## config.mk

```make
export PLATFORM = sky130hd
export DESIGN_NAME = bit_serial_alu_seq
export DESIGN_NICKNAME = d
export VERILOG_FILES = /design/src/rtl/bit_serial_pkg.sv /design/src/rtl/fullAdder_1bit.sv /design/src/rtl/bit_serial_alu_seq.sv
export SDC_FILE = /design/constraint.sdc
export NUM_CORES = 1
export LEC_CHECK = 0
export CAP_MARGIN = 10
export CORE_ASPECT_RATIO = 1.5
export CORE_MARGIN = 5
export CORE_UTILIZATION = 50
export DETAILED_ROUTE_END_ITERATION = 10
export PLACE_DENSITY = 0.8
export SYNTH_ARGS = -nofsm -noshare
export SYNTH_HDL_FRONTEND = slang
export SYNTH_HIERARCHICAL = 1
export SYNTH_SLANG_ARGS = --single-unit
```

## constraint.sdc

```tcl
create_clock -name clk -period 1.7 [get_ports clk]
set_clock_uncertainty 0.05 [all_clocks]
set_input_delay 0.17 -clock clk [delete_from_list [all_inputs] [get_ports clk]]
set_output_delay 0.17 -clock clk [all_outputs]
set_load 0.02 [all_outputs]
```

## src/rtl/bit_serial_pkg.sv

```systemverilog
// Shared definitions for the bit-serial add/subtract sequencer.
package bit_serial_pkg;

    localparam int unsigned DEFAULT_WIDTH = 64;

    typedef enum logic [1:0] {
        IDLE,
        RUN,
        DONE
    } seq_state_t;

endpackage

```

## src/rtl/fullAdder_1bit.sv

```systemverilog
// Single 1-bit full-adder cell, time-shared across every bit position.
module fullAdder_1bit #(
    parameter int unsigned GATE_DELAY = 1
) (
    input  logic a,
    input  logic b,
    input  logic cin,
    output logic sum,
    output logic cout
);

    // GATE_DELAY only annotated the legacy gate-level model; the logic is the same either way.
    if (GATE_DELAY == 0) begin : g_zero_delay
        assign sum  = a ^ b ^ cin;
        assign cout = (a & b) | (cin & (a ^ b));
    end else begin : g_annotated_delay
        assign sum  = a ^ b ^ cin;
        assign cout = (a & b) | (cin & (a ^ b));
    end

endmodule

```

## src/rtl/bit_serial_alu_seq.sv

```systemverilog
// WIDTH-bit add/subtract through one shared full-adder cell, LSB first, one bit per clock.
// Define BIT_SERIAL_FLAGS_EN to enable the overflow/zero/negative flags.
module bit_serial_alu_seq
    import bit_serial_pkg::*;
#(
    parameter int unsigned WIDTH = DEFAULT_WIDTH
) (
    input  logic             clk,
    input  logic             reset,
    input  logic             start,
    input  logic             sub,
    input  logic [WIDTH-1:0] a,
    input  logic [WIDTH-1:0] b,
    output logic             busy,
    output logic             done,
    output logic [WIDTH-1:0] result,
    output logic             carry,
    output logic             overflow,
    output logic             zero,
    output logic             negative
);

    localparam int unsigned    CW   = (WIDTH > 1) ? $clog2(WIDTH) : 1;
    localparam logic [CW-1:0]  LAST = CW'(WIDTH - 1);

    seq_state_t       state, state_nxt;
    logic [WIDTH-1:0] op_a, op_b;
    logic [WIDTH-1:0] result_nxt;
    logic [CW-1:0]    bit_cnt;
    logic             carry_q;
    logic             cell_sum, cell_cout;
    logic             last_bit;

    assign last_bit   = (bit_cnt == LAST);
    assign result_nxt = {cell_sum, result[WIDTH-1:1]};

    fullAdder_1bit #(
        .GATE_DELAY(0)
    ) u_cell (
        .a    (op_a[0]),
        .b    (op_b[0]),
        .cin  (carry_q),
        .sum  (cell_sum),
        .cout (cell_cout)
    );

    always_ff @(posedge clk) begin
        if (reset) state <= IDLE;
        else       state <= state_nxt;
    end

    always_comb begin
        state_nxt = state;
        case (state)
            IDLE:    if (start)    state_nxt = RUN;
            RUN:     if (last_bit) state_nxt = DONE;
            DONE:                  state_nxt = IDLE;
            default:               state_nxt = IDLE;
        endcase
    end

    always_comb begin
        busy = (state != IDLE);
        done = (state == DONE);
    end

    // Subtraction is A + ~B + 1: invert B on load and seed the carry with 1.
    always_ff @(posedge clk) begin
        if (reset) begin
            op_a    <= '0;
            op_b    <= '0;
            bit_cnt <= '0;
            carry_q <= 1'b0;
            result  <= '0;
            carry   <= 1'b0;
        end else begin
            case (state)
                IDLE: begin
                    if (start) begin
                        op_a    <= a;
                        op_b    <= sub ? ~b : b;
                        carry_q <= sub;
                        bit_cnt <= '0;
                        result  <= '0;
                    end
                end
                RUN: begin
                    result  <= result_nxt;
                    op_a    <= op_a >> 1;
                    op_b    <= op_b >> 1;
                    carry_q <= cell_cout;
                    if (last_bit) carry   <= cell_cout;
                    else          bit_cnt <= bit_cnt + 1'b1;
                end
                default: ;
            endcase
        end
    end

`ifdef BIT_SERIAL_FLAGS_EN
    logic msb_cin, zero_q, negative_q;

    // carry-in of the MSB is still in carry_q on the last RUN cycle
    always_ff @(posedge clk) begin
        if (reset) begin
            msb_cin    <= 1'b0;
            zero_q     <= 1'b0;
            negative_q <= 1'b0;
        end else if (state == RUN && last_bit) begin
            msb_cin    <= carry_q;
            zero_q     <= (result_nxt == '0);
            negative_q <= cell_sum;
        end
    end

    assign overflow = msb_cin ^ carry;
    assign zero     = zero_q;
    assign negative = negative_q;
`else
    assign overflow = 1'b0;
    assign zero     = 1'b0;
    assign negative = 1'b0;
`endif

endmodule

```

==> results.json <==
{
  "combPwrFrac": 0.136,
  "clock_insertion_delay_worst_skew_ns": 0.48,
  "finish.net_count": 1275,
  "cap_viol_max_count": 0,
  "post_synth_and_or_nand_nor_area_fraction": 0.154,
  "die-width_microns": 117,
  "synth-edff-count": 0,
  "total_of_endpoints_with_negative_setup_slack_in_the_final_report": 0,
  "post_cts.repair.setup_buffers": 0,
  "yosys_register_bits": 202,
  "max-vdd-ir-drop_uv": 1050,
  "min_delay_worst_endpoint": "op_a[63]",
  "ant_nets": 0,
  "worstPathCellList": "clkdlybuf4s50_1",
  "net_switching_power_mw": 2.70,
  "clock_sink_count": 202,
  "number_of_global_route_vias_before_repair": 7214,
  "final_cells": 1367,
  "tritoncts": "built",
  "rsz_0062_raised_after_global_routing": "no",
  "cp-start-kind": "register",
  "sw_frac_of_total": 0.242,
  "root_buffer": "clkbuf_16",
  "fmax_mhz": 600,
  "wire_per_inst_microns": 15.6,
  "syn2layout_area_growth_pct": 31.7,
  "synth_compound_area_frac": 0.235,
  "post_synth_num_cell_types": 38,
  "r2r_end": "bit_cnt[0]",
  "tightest_slew_ns": 0.647,
  "synth_seq_area_share": 0.467,
  "synth_adder_area_share": 0.00376,
  "via_count": 7698,
  "holdCritPathClass": "in2reg",
  "postLayoutCellArea_sq_um": 11400,
  "insertedDiodeCount": 0,
  "finalWorstSetupSlack_ns": 0.0339,
  "synth_top_family_by_area": "compound AO/OA/AOI/OAI gates",
  "synthesis.area_per_instance_sq_um": 8.72,
  "ctsLongestPathBuffers": 3,
  "floorplan.die_area_sq_um": 20100,
  "synthXorXnorAreaFrac": 0.0647,
  "critPathRequiredTime_ns": 1.48,
  "place.gp.congestion": 0.802,
  "clockPowerShare": 0.399,
  "grt_antenna_before_repair": 0,
  "place.port_buffers": 198,
  "place_hpwl_microns": 14100,
  "firstDrtPassIters": 5,
  "ff_latch_area_sq_um": 4050,
  "yosys_warnings": 6,
  "post_synth_mux_area_share": 0.00246,
  "drv_slew": 0,
  "slew_headroom": 0.569,
  "power.leakage_nw": 4.93,
  "synthesis.area_sq_um": 8660,
  "placement.setup.worst_slack_ns": -0.0750,
  "synth_async_sr_flop_share": 0,
  "mostFrequentLayoutCell": "dfxtp_1",
  "final_util": 0.663,
  "crit_path_max_fanout": 3,
  "cts-buffers-inserted": 20,
  "htreeDepth": 1,
  "finalHoldViolations": 0,
  "run_status": "finished, final reports clean",
  "r2r-start": "bit_cnt[0]",
  "floorplan.initialDensity": 0.504,
  "postSynth.topFlopCell": "dfxtp_1",
  "r2r_slack_ns": 0.15,
  "total_area_of_multi_input_combinational_cells_sq_um": 4020,
  "min_from": "reset",
  "grt_start_max_net_pins": 68,
  "crit_path_top_delay_cell": "clkdlybuf4s50_1",
  "arrival_ns": 1.45,
  "min_path_cells": 2,
  "nFillCells": 1432,
  "avgViaCountPerCell": 5.63,
  "maximum_cell_stage_delay_along_the_critical_path_ns": 0.61,
  "power_frac_seq": 0.465,
  "power.density_nw_per_um2": 978,
  "end_kind": "output pin",
  "final_min_period_over_clock_period": 0.980,
  "cts.clk_slew.worst_paths_ns": 0.06,
  "final.min_clock_period_ns": 1.67,
  "cell_internal_pwr_mw": 8.45,
  "floorplan.io_pins": 202,
  "grt_first_pass_wirelength_microns": 34500,
  "drt-initial-drc-count": 626,
  "netlist_instances": 993,
  "dpl.cell_count": 1332,
  "place_area_sq_um": 10700,
  "core_area_sq_um": 17200,
  "worst_path_dominant_cell_family": "buffers and inverters",
  "die_height_microns": 171,
  "timing_worst_setup_path_type": "reg2out",
  "final_cell_mix": "dfxtp_1 (200), nor2_1 (193), nand2_1 (134), clkdlybuf4s50_1 (132), a211oi_1 (66)",
  "worst-path-buf-inv": 1,
  "row_count": 59,
  "route.detailed.drc": 0,
  "grt-ovfl-total": 0,
  "drive_above_1_share": 0.0685,
  "r2r_cells": 4,
  "grt_use_total": 0.198,
  "routed_wire_length_microns": 21300
}
## layer usage
layer	up-vias	wire length [microns]	track usage
met5	-	0	0
met4	0	669	0.0778
met3	51	1240	0.0414
met2	213	10800	0.344
met1	3616	8570	0.241
li1	3818	-	-
## layout make-up
type                            instances  area share
Clock buffer                           30      0.0543
Clock inverter                          5     0.00494
Inverter                                2    0.000658
Multi-Input combinational cell        686       0.352
Sequential cell                       202       0.355
Tap cell                              213      0.0234
Timing Repair Buffer                  229       0.210
## state kept, by name, indices dropped and copies added (netlist names)
name and flops:
op_b 64, carry 1, state 2, op_a 64, result 64, carry_q 1, bit_cnt 6
## kinds of logic (layout without fill, tap and decap cells)
family,Yosys count,count (layout)
AND/OR/NAND/NOR,344,344
AO/OA/AOI/OAI,271,271
other,1,3
XOR/XNOR,64,64
adder cells (fa/ha/maj),2,2
flip-flops,202,202
buffers and inverters,107,266
multiplexers,2,2
## metrics by stage
step	hold WS [ns]	setup TNS (ns)	power (mW)
global route	0.0749	0	11.7
finish	0.0517	0	11.2
CTS	0.0249	0	11.3
global placement	0.394	0	6.77
floorplan	0.282	0	6.25
detailed placement	0.405	-0.423	6.81
## timing repair
item / CTS / global route
pin swaps: 0 / 0
resized for setup: 47 / 25
setup endpoints to repair: 42 / 24
hold buffers: 0 / 0
## worst register-to-register path: cells and delay by family (launching register included)
| kind | cells | cell delay, ns |
|---|---|---|
| AO/OA/AOI/OAI | 1 | 0.26 |
| multiplexers | 1 | 0.36 |
| AND/OR/NAND/NOR | 1 | 0.20 |
| adder cells (fa/ha/maj) | 1 | 0.23 |
| flip-flops | 1 | 0.34 |
## worst max-delay path by stage
stage | startpoint | endpoint | slack [ns] | depth (start not counted)
after floorplan | bit_cnt[0] | bit_cnt[0] | 0.14 | 4
after global placement | start | op_a[43] | 0.02 | 5
after detailed placement | start | op_b[27] | -0.07 | 5
after CTS | result[7] | result[7] | 0.00006 | 1
after global routing | result[10] | result[10] | 0.002 | 1
final | result[10] | result[10] | 0.03 | 1
## cell usage after synthesis, types with 2 or more instances
| master | n | area share |
|---|---|---|
| dfxtp_1 | 202 | 0.47 |
| nor2_1 | 193 | 0.084 |
| nand2_1 | 134 | 0.058 |
| a211oi_1 | 66 | 0.057 |
| a311oi_1 | 65 | 0.066 |
| a22oi_1 | 64 | 0.055 |
| xor2_1 | 64 | 0.065 |
| o22ai_1 | 63 | 0.046 |
| clkbuf_1 | 40 | 0.017 |
| buf_2 | 33 | 0.019 |
| buf_6 | 17 | 0.022 |
| buf_4 | 14 | 0.012 |
| a21oi_1 | 4 | 0.0023 |
| nand2b_1 | 3 | 0.0022 |
| nand3_1 | 3 | 0.0017 |
| nor2b_1 | 3 | 0.0022 |
| and3_1 | 2 | 0.0014 |
| inv_2 | 2 | 0.00087 |
| o21ai_0 | 2 | 0.0012 |
## power by group through the flow
stage / clock, mW / combinational [mW] / sequential, mW
2_1_floorplan: 0 / 1.00 / 5.24
3_3_place_gp: 0 / 1.50 / 5.28
3_5_place_dp: 0 / 1.53 / 5.28
4_1_cts: 4.56 / 1.53 / 5.18
5_1_grt: 4.76 / 1.69 / 5.21
6_report: 4.45 / 1.52 / 5.19
No activity file was read; power rests on OpenSTA's default activity.
